$ cat src/rtl/bcminer_pkg.sv
// Shared types and constants for the nonce result path of the miner.
package bcminer_pkg;

    localparam int unsigned NONCE_W_DEFAULT = 32;

    // One decoder result as held in the result buffer.
    typedef struct packed {
        logic                       success;
        logic [NONCE_W_DEFAULT-1:0] nonce;
    } nonce_entry_t;

endpackage

$ cat src/rtl/nonce_result_fifo_if.sv
// Decoder-write / reader-drain bundle of the nonce result buffer.
interface nonce_result_fifo_if
    import bcminer_pkg::*;
#(
    parameter int unsigned DEPTH   = 8,
    parameter int unsigned NONCE_W = NONCE_W_DEFAULT
);
    logic                         newblock_i;
    logic                         wr_valid_i;
    logic                         wr_success_i;
    logic [NONCE_W-1:0]           wr_nonce_i;
    logic                         rd_ready_i;
    logic                         rd_valid_o;
    logic                         rd_success_o;
    logic [NONCE_W-1:0]           rd_nonce_o;
    logic [$clog2(DEPTH+1)-1:0]   count_o;
    logic                         full_o;
    logic                         overflow_o;

    // Buffer side.
    modport slave (
        input  newblock_i, wr_valid_i, wr_success_i, wr_nonce_i, rd_ready_i,
        output rd_valid_o, rd_success_o, rd_nonce_o, count_o, full_o, overflow_o
    );

    // Decoder / reader side.
    modport master (
        output newblock_i, wr_valid_i, wr_success_i, wr_nonce_i, rd_ready_i,
        input  rd_valid_o, rd_success_o, rd_nonce_o, count_o, full_o, overflow_o
    );
endinterface

$ cat src/rtl/nonce_result_mem.sv
// Register array for the result buffer: one synchronous write port, one
// asynchronous read port, data not reset.
module nonce_result_mem #(
    parameter int unsigned DEPTH = 8,
    parameter int unsigned W     = 33
) (
    input  logic                     clk,
    input  logic                     we_i,
    input  logic [$clog2(DEPTH)-1:0] waddr_i,
    input  logic [W-1:0]             wdata_i,
    input  logic [$clog2(DEPTH)-1:0] raddr_i,
    output logic [W-1:0]             rdata_o
);
    logic [W-1:0] mem_q [DEPTH];

    // Store the write data into the addressed slot.
    always_ff @(posedge clk) begin
        if (we_i) begin
            mem_q[waddr_i] <= wdata_i;
        end
    end

    assign rdata_o = mem_q[raddr_i];
endmodule

$ cat src/rtl/nonce_result_fifo.sv
// First-word-fall-through buffer of nonce decoder results with a sticky
// overflow flag; flushed on every new block.
module nonce_result_fifo
    import bcminer_pkg::*;
#(
    parameter int unsigned DEPTH   = 8,
    parameter int unsigned NONCE_W = NONCE_W_DEFAULT
) (
    input  logic                clk,
    input  logic                rst,
    nonce_result_fifo_if.slave  bus
);
    localparam int unsigned PTR_W = $clog2(DEPTH);
    localparam int unsigned CNT_W = $clog2(DEPTH + 1);
    localparam int unsigned ENT_W = NONCE_W + 1;

    logic [PTR_W-1:0] wptr_q, wptr_d;
    logic [PTR_W-1:0] rptr_q, rptr_d;
    logic [CNT_W-1:0] count_q, count_d;
    logic             full_q, full_d;
    logic             overflow_q, overflow_d;

    logic             pop;
    logic             push;
    logic             mem_we;
    logic [PTR_W-1:0] mem_waddr;
    logic [ENT_W-1:0] head;

    assign pop  = (count_q != '0) && bus.rd_ready_i;
    assign push = bus.wr_valid_i && ((count_q < CNT_W'(DEPTH)) || pop);

    // Next-state pointers, occupancy and overflow flag. A flush restarts the
    // buffer and, if a write arrives with it, places that write in slot 0.
    always_comb begin
        wptr_d     = wptr_q;
        rptr_d     = rptr_q;
        count_d    = count_q;
        overflow_d = overflow_q;
        mem_we     = 1'b0;
        mem_waddr  = wptr_q;
        if (bus.newblock_i) begin
            rptr_d     = '0;
            overflow_d = 1'b0;
            mem_waddr  = '0;
            mem_we     = bus.wr_valid_i;
            wptr_d     = bus.wr_valid_i ? PTR_W'(1) : '0;
            count_d    = bus.wr_valid_i ? CNT_W'(1) : '0;
        end else begin
            mem_we = push;
            if (push) begin
                wptr_d = wptr_q + PTR_W'(1);
            end
            if (pop) begin
                rptr_d = rptr_q + PTR_W'(1);
            end
            if (push && !pop) begin
                count_d = count_q + CNT_W'(1);
            end else if (pop && !push) begin
                count_d = count_q - CNT_W'(1);
            end
            if (bus.wr_valid_i && !push) begin
                overflow_d = 1'b1;
            end
        end
        full_d = (count_d == CNT_W'(DEPTH));
    end

    // State registers with asynchronous active-low reset.
    always_ff @(posedge clk or negedge rst) begin
        if (!rst) begin
            wptr_q     <= '0;
            rptr_q     <= '0;
            count_q    <= '0;
            full_q     <= 1'b0;
            overflow_q <= 1'b0;
        end else begin
            wptr_q     <= wptr_d;
            rptr_q     <= rptr_d;
            count_q    <= count_d;
            full_q     <= full_d;
            overflow_q <= overflow_d;
        end
    end

    nonce_result_mem #(
        .DEPTH (DEPTH),
        .W     (ENT_W)
    ) u_mem (
        .clk     (clk),
        .we_i    (mem_we),
        .waddr_i (mem_waddr),
        .wdata_i ({bus.wr_success_i, bus.wr_nonce_i}),
        .raddr_i (rptr_q),
        .rdata_o (head)
    );

    // Head is masked while empty so the unreset array never shows through.
    assign bus.rd_valid_o   = (count_q != '0);
    assign bus.rd_success_o = bus.rd_valid_o ? head[ENT_W-1] : 1'b0;
    assign bus.rd_nonce_o   = bus.rd_valid_o ? head[NONCE_W-1:0] : '0;
    assign bus.count_o      = count_q;
    assign bus.full_o       = full_q;
    assign bus.overflow_o   = overflow_q;
endmodule
$ cat src/flat_wrapper.sv
// flat-port wrapper written by rule: the top's interface ports become plain ports
module nonce_result_fifo_flat import bcminer_pkg::*;
#(
    parameter int unsigned DEPTH   = 8,
    parameter int unsigned NONCE_W = NONCE_W_DEFAULT
)
  (clk, rst, bus_newblock_i, bus_wr_valid_i, bus_wr_success_i, bus_wr_nonce_i, bus_rd_ready_i, bus_rd_valid_o, bus_rd_success_o, bus_rd_nonce_o, bus_count_o, bus_full_o, bus_overflow_o);
  nonce_result_fifo_if #(.DEPTH(DEPTH), .NONCE_W(NONCE_W)) bus_i ();
  input  logic clk;
  input  logic rst;
  input wire logic [$bits(bus_i.newblock_i)-1:0] bus_newblock_i;
  input wire logic [$bits(bus_i.wr_valid_i)-1:0] bus_wr_valid_i;
  input wire logic [$bits(bus_i.wr_success_i)-1:0] bus_wr_success_i;
  input wire logic [$bits(bus_i.wr_nonce_i)-1:0] bus_wr_nonce_i;
  input wire logic [$bits(bus_i.rd_ready_i)-1:0] bus_rd_ready_i;
  output wire logic [$bits(bus_i.rd_valid_o)-1:0] bus_rd_valid_o;
  output wire logic [$bits(bus_i.rd_success_o)-1:0] bus_rd_success_o;
  output wire logic [$bits(bus_i.rd_nonce_o)-1:0] bus_rd_nonce_o;
  output wire logic [$bits(bus_i.count_o)-1:0] bus_count_o;
  output wire logic [$bits(bus_i.full_o)-1:0] bus_full_o;
  output wire logic [$bits(bus_i.overflow_o)-1:0] bus_overflow_o;
  assign bus_i.newblock_i = bus_newblock_i;
  assign bus_i.wr_valid_i = bus_wr_valid_i;
  assign bus_i.wr_success_i = bus_wr_success_i;
  assign bus_i.wr_nonce_i = bus_wr_nonce_i;
  assign bus_i.rd_ready_i = bus_rd_ready_i;
  assign bus_rd_valid_o = bus_i.rd_valid_o;
  assign bus_rd_success_o = bus_i.rd_success_o;
  assign bus_rd_nonce_o = bus_i.rd_nonce_o;
  assign bus_count_o = bus_i.count_o;
  assign bus_full_o = bus_i.full_o;
  assign bus_overflow_o = bus_i.overflow_o;
  nonce_result_fifo #(.DEPTH(DEPTH), .NONCE_W(NONCE_W)) u_core (.clk(clk), .rst(rst), .bus(bus_i));
endmodule
$ cat config.mk
export PLATFORM = sky130hd
export DESIGN_NAME = nonce_result_fifo_flat
export DESIGN_NICKNAME = d
export VERILOG_FILES = /design/src/rtl/bcminer_pkg.sv /design/src/rtl/nonce_result_fifo_if.sv /design/src/rtl/nonce_result_mem.sv /design/src/rtl/nonce_result_fifo.sv /design/src/flat_wrapper.sv
export SDC_FILE = /design/constraint.sdc
export NUM_CORES = 1
export LEC_CHECK = 0
export ABC_CLOCK_PERIOD_IN_PS = 4910
export BUFFER_PORTS_ARGS = -buffer_cell sky130_fd_sc_hd__clkbuf_2
export CAP_MARGIN = 10
export CORE_ASPECT_RATIO = 0.9
export CORE_MARGIN = 4
export CORE_UTILIZATION = 46
export DETAILED_ROUTE_END_ITERATION = 12
export SYNTH_ARGS = -nofsm -noshare
export SYNTH_HDL_FRONTEND = slang
export SYNTH_HIERARCHICAL = 1
export SYNTH_SLANG_ARGS = --single-unit
export TNS_END_PERCENT = 100
$ cat constraint.sdc
create_clock -name clk -period 4.91 [get_ports clk]
set_input_delay 0.2455 -clock clk [delete_from_list [all_inputs] [get_ports clk]]
set_output_delay 0.2455 -clock clk [all_outputs]
set_load 0.03 [all_outputs]
==> results of run 1 <==
[final cells by class]
cell class / instances / area (um^2) / share of cell area
sequential: 276 / 8230 / 0.633
multi-input combinational: 204 / 2620 / 0.202
timing repair buffer: 119 / 771 / 0.0593
clock buffer: 32 / 737 / 0.0567
tap: 302 / 378 / 0.0291
clock inverter: 22 / 243 / 0.0187
inverter: 5 / 18.8 / 0.00144
[state kept, by name, summed over array words and instances, names as in the netlist]
register,flops
u_core/bus.full_o,1
u_core/u_mem/mem_q,264
u_core/bus.count_o,4
u_core/rptr_q,3
u_core/wptr_q,3
u_core/bus.overflow_o,1
[timing repair]
action                    CTS  global route
hold endpoints to repair  223             0
setup buffers               0             0
hold buffers               28             0
[power by group]
group          internal, uW  switching, uW  leakage [uW]
sequential             2650            126       0.00255
combinational           519            670       0.00129
clock                  1340            861      0.000475
[layer usage]
metal  up-vias  track usage  wire length, um
met5         -            0                0
met2       120        0.284            10900
li1       2345            -                -
met4         0       0.0328              385
met3        37       0.0273             1090
met1      2722        0.228             9010
[final timing paths]
| kind | endpoint | slack, ps | cells past startpoint |
|---|---|---|---|
| worst min-delay path | u_core/u_mem/mem_q[7][12] | 20 | 1 |
| worst max register to register | u_core/u_mem/mem_q[0][12] | 2420 | 5 |
| worst min register to register | u_core/bus.overflow_o | 540 | 2 |
| min in group asynchronous | u_core/bus.full_o | 150 | 2 |
| worst max-delay path | bus_rd_nonce_o[27] | 1500 | 5 |
| max in group asynchronous | u_core/rptr_q[0] | 4490 | 2 |
[synth_stat cells, types with 2 or more instances]
master,instances,area share
edfxtp_1,264,0.72
mux4_2,60,0.12
nor2b_1,37,0.021
mux2_2,34,0.035
nor2_1,15,0.0051
dfrtp_1,12,0.027
clkbuf_1,10,0.0034
buf_2,7,0.0032
buf_6,7,0.0072
mux4_1,6,0.014
nand2_1,6,0.0021
nand2b_1,6,0.0034
nand3_1,6,0.0027
inv_1,5,0.0017
ha_1,4,0.0046
a21oi_1,3,0.0014
nor3_1,3,0.0014
xor2_1,3,0.0024
mux2i_1,2,0.0018
[per-stage QoR]
stage | worst slack [ps] | std cells | hold slack [ps]
after floorplan | 1160 | 511 | -50.1
after CTS | 1390 | 960 | 1.30
after detailed placement | 1950 | 878 | 161
after global routing | 1290 | 960 | 0.0761
final | 1500 | 960 | 19.4
after global placement | 1960 | 878 | 149
[cell families (layout without fill, tap and decap cells)]
kind of cell,Yosys count,after routing,synth area share
adders and majority gates,4,4,0.00456
AOI/OAI and AO/OA,16,16,0.0109
xor gates and xnor gates,3,3,0.00239
and+or+nand+nor,79,79,0.0418
DFF,276,276,0.749
muxes,102,102,0.174
buffers and inverters,31,178,0.0171
==> impl_metrics.toml, run 1 <==
[run_status]
outcome = "completed"

[die]
die_w_um = 171
die-height_um = 155
io_pins = 78
die_area_um2 = 26400
num_rows = 53
core_area_um2 = 23400
start_util = 0.469

[finish]
final_area_um2 = 13000
n_antenna_cell = 0
fill_cells = 1756
mostFrequentLayoutCell = "edfxtp_1"
post-route-util = 0.556
final_cell_mix = "264 x edfxtp_1, 77 x clkbuf_2, 60 x mux4_2"
drive_gt1_frac = 0.374
area_growth_pct = 18.4
nNetsFinal = 677

[clock_tree]
post_cts_resized = 0
path_clk_slew_ps = 60
cts_root_buffer = "clkbuf_16"
cts_buffers = 29
cts_buffer_depth = 3
cts_tree = "done"
htree_levels = 1
cts_sinks = 276
worstSkewPairLatency_ps = 530

[worst_setup_path]
critical_path.slowest_cell = "dfrtp_4"
crit_family = "flip-flops"
rr_startpoint = "u_core/bus.count_o[3]"
cp_max_fo = 44
slowest_delay_ps = 990
worstPathArrival_ps = 3160
start_kind = "flop"
crit_path_end_kind = "primary output"
required_ps = 4660
path_cells = "buf_4, mux4_1, mux2_2, nor2b_1, clkbuf_2"
crit_start = "u_core/rptr_q[0]"
critPathBufInv = 2
critPathKind = "flop to primary output"

[synthesis]
ys_types = 40
ys.flop_type = "edfxtp_1"
synth_enable_flop_cells = 264
ys_async_sr_fraction = 0.0435
netlist_area_um2 = 11000
ys_ff_latch = 276
yosysWarnings = 6
ys_seq_area_frac = 0.749
synth_fp_nets = 553
syn_inst = 511
avgSynthCellArea_um2 = 21.5

[routing]
vias_per_cell = 5.44
drt-total-wl_um = 21400
postRouteAntennaNets = 0
drc = 0
drt-initial-drc-count = 335
drt_first_pass_iters = 4
wl_per_cell_um = 22.3
dr_total_vias = 5224

[grt]
grt_max_degree = 45
grt_usage = 0.166
grt_pass1_vias = 5649
grt_overflow = 0
grt_first_pass_wirelength_um = 33500
antenna_found_initial = 0

[sta]
slew_violations = 0
tightest_slew_ps = 1080
hold_viol_final = 0
fmax_ghz = 0.294
rsz0062_at_grt = "false"
finalSetupViolCount = 0
tns_ps = 0
fin_crit_ps = 3410
skew_ps = 9.96
finalCritPeriodShare = 0.694
slew_headroom = 0.282

[hold_path]
hp-class = "input port to flop"
min-delay-start = "bus_wr_nonce_i[12]"

[pwr]
power_density_nw_per_um2 = 475
design_power_total_uw = 6170
ir_drop_v = 0.000300
p_leak_uw = 0.00432

[placement]
dpl-instance-area_um2 = 11700
dp.final_hpwl_um = 11900
gp_congestion = 0.748
port_buffers = 77

[flow_run]
cap_violations = 0
No activity file was read; power rests on OpenSTA's default activity.
==> inputs of run 2 (changes only) <==
--- a/config.mk
+++ b/config.mk
@@ -5,7 +5,8 @@
 export SDC_FILE = /design/constraint.sdc
 export NUM_CORES = 1
 export LEC_CHECK = 0
-export ABC_CLOCK_PERIOD_IN_PS = 4910
+export ABC_AREA = 1
+export ABC_CLOCK_PERIOD_IN_PS = 3400
 export BUFFER_PORTS_ARGS = -buffer_cell sky130_fd_sc_hd__clkbuf_2
 export CAP_MARGIN = 10
 export CORE_ASPECT_RATIO = 0.9
==> constraint.sdc (replaced) <==
create_clock -name clk -period 3.4 [get_ports clk]
set_input_delay 0.17 -clock clk [delete_from_list [all_inputs] [get_ports clk]]
set_output_delay 0.17 -clock clk [all_outputs]
set_load 0.03 [all_outputs]
==> run 2 against run 1 <==
Against the previous run:
- non-clock buffer count grew 13
- sequential power grew 40%
- die area grew 14%
- global-route usage grew 2.1 points
- total power grew 39%
- critical path depth grew 4
- via count grew 63%
- worst setup slack lost 820 ps
- sequential cell count is the same
- sequential share of layout area shrank 7.1 points
- routed wire length grew 29%
- combinational power grew 49%
- highest routed layer unchanged
==> impl_metrics.toml, run 2 <==
[pwr]
p_leak_uw = 0.00692
clock_power_share = 0.343
ir_drop_v = 0.000387
pwr-share-seq = 0.452
swShare = 0.297
power.net_switching_uw = 2550
design_power_total_uw = 8610
p_int_uw = 6050
combPwrFrac = 0.205
power_density_nw_per_um2 = 588

[routing]
drt-initial-drc-count = 584
dr_total_vias = 8490
wl_per_cell_um = 15.2
postRouteAntennaNets = 0
drt-total-wl_um = 27600
vias_per_cell = 4.68
drt_first_pass_iters = 6
drc = 0

[finish]
area_growth_pct = 16.4
n_antenna_cell = 0
regMostFlops = "u_core/u_mem/mem_q"
final_cell_mix = "461 x nand2_1, 318 x inv_1, 264 x edfxtp_1"
largest_reg_flops = 264
post-route-util = 0.543
mostFrequentLayoutCell = "nand2_1"
drive_gt1_frac = 0.105
nNetsFinal = 1479

[clock_tree]
postCtsSetupRepairBufs = 0
htree_levels = 1
cts_buffers = 29
cts_buffer_depth = 3
cts_root_buffer = "clkbuf_16"
worstSkewPairLatency_ps = 540
cts_tree = "done"
post_cts_resized = 0
path_clk_slew_ps = 60
cts_sinks = 276

[placement]
gp_congestion = 0.842
dp.final_hpwl_um = 15500
pre_cts_slack_ps = 1000
port_buffers = 77

[sta]
rsz0062_at_grt = "false"
tightest_slew_ps = 775
slew_violations = 0
tns_ps = 0
skew_ps = 7.65
setup_ws_ps = 688
finalCritPeriodShare = 0.798
slew_headroom = 0.483
hold_viol_final = 0
fin_crit_ps = 2710
fmax_ghz = 0.369
finalSetupViolCount = 0

[worst_setup_path]
crit_path_end_kind = "primary output"
worstPathArrival_ps = 2540
critPathKind = "flop to primary output"
required_ps = 3230
cp_max_fo = 23
r2r-end = "u_core/u_mem/mem_q[7][2]"
start_kind = "flop"
reg2regPathDepth = 6
rr_startpoint = "u_core/bus.count_o[3]"
reg2reg_slack_ps = 1020

[run_status]
outcome = "completed"

[grt]
antenna_found_initial = 0
grt_first_pass_wirelength_um = 44300
grt_overflow = 0
grt_pass1_vias = 8273
grt_usage = 0.186
grt_max_degree = 135

[synthesis]
syn_inst = 1327
ys_types = 26
ys_async_sr_fraction = 0.0435
ys.flop_type = "edfxtp_1"
yosysTopAreaCellShare = 0.630
synth_fp_nets = 1369
ys_seq_area_frac = 0.654
synth_most_common_cell = "nand2_1"
yosysTopAreaCell = "edfxtp_1"
synth_commonest_cells = "461 x nand2_1, 319 x inv_1, 264 x edfxtp_1, 143 x nand3_1, 49 x nor2_1"
ys_ff_latch = 276
avgSynthCellArea_um2 = 9.48
yosysWarnings = 6
netlist_area_um2 = 12600
yosys-top-cells-area = "edfxtp_1 63%, nand2_1 14%, inv_1 9.5%"
synth_enable_flop_cells = 264

[die]
num_rows = 57
io_pins = 78
die_area_um2 = 30100
core_area_um2 = 27000
die_w_um = 182
start_util = 0.467
die-height_um = 165

[flow_run]
cap_violations = 0

[hold_path]
hp-class = "input port to async pin"
## run 2: cell types whose count changed after synthesis, sizes merged, moves of 6 or more
cell    change
mux2       -34
buf        +31
nand2b      -6
nor2       +34
nand2     +458
nand3     +137
nor2b      -37
inv       +316
mux4       -66
## run 2: per-stage QoR
step	cells	instance area, um^2	hold slack, ps
2_1_floorplan	1327	12600	-126
3_3_place_gp	1723	13400	78.8
3_5_place_dp	1723	13400	80.0
4_1_cts	1813	14600	41.3
5_1_grt	1813	14600	93.6
6_report	1813	14600	55.6
## run 2: cell type report
class,count,area (um^2)
multi-input combinational,677,2890
sequential,276,8230
clock buffer,32,737
timing repair buffer,132,991
clock inverter,21,145
inverter,321,1210
fill,2431,12300
tap,354,443
## run 2: worst max-delay path by stage
stage                                from                         to  slack [ps]  depth (start not counted)
floorplan           u_core/bus.count_o[3]   u_core/u_mem/mem_q[1][0]         460                          5
global placement    u_core/bus.count_o[3]  u_core/u_mem/mem_q[7][11]        1060                          6
detailed placement  u_core/bus.count_o[3]  u_core/u_mem/mem_q[7][11]        1000                          6
CTS                 u_core/bus.count_o[0]         bus_rd_nonce_o[15]         610                          7
global route        u_core/bus.count_o[0]         bus_rd_nonce_o[15]         520                          7
finish                   u_core/rptr_q[1]         bus_rd_nonce_o[18]         690                          9
## run 2: critical path: stages, from the launching register on
cell	delay [ps]
dfrtp_2	430
inv_2	460
buf_4	380
nand3_1	150
nand2_1	80
nand2_1	60
nand2_1	60
inv_1	30
nor2_1	110
clkbuf_2	220
## run 2: power groups by stage
stage	Combinational [uW]	Sequential (uW)	Clock [uW]
3_5_place_dp	1750	3960	0
2_1_floorplan	1230	3970	0
4_1_cts	1790	3890	3030
6_report	1770	3890	2950
3_3_place_gp	1740	3960	0
5_1_grt	1980	3890	3170
## run 2: timing repair
action,4_1_cts,5_1_grt
hold endpoints to repair,279,0
setup endpoints to repair,0,0
hold buffers,37,0
## run 2: per-layer routing
metal,share of wire,vias to the layer above,GRT usage,wire length (um)
met1,0.47,3982,0.264,13100
met3,0.035,38,0.0231,976
met2,0.47,158,0.313,13000
met5,0,-,0,0
li1,-,4312,-,-
met4,0.017,0,0.0385,478
## run 2: cell families (layout without fill, tap and decap cells)
group,after synthesis,after routing,synth area share
AO/OA/AOI/OAI,10,10,0.00557
XOR/XNOR,2,2,0.00139
adder cells (fa/ha/maj),4,4,0.00398
buffers and inverters,374,506,0.121
flip-flops,276,276,0.654
AND/OR/NAND/NOR,661,661,0.214
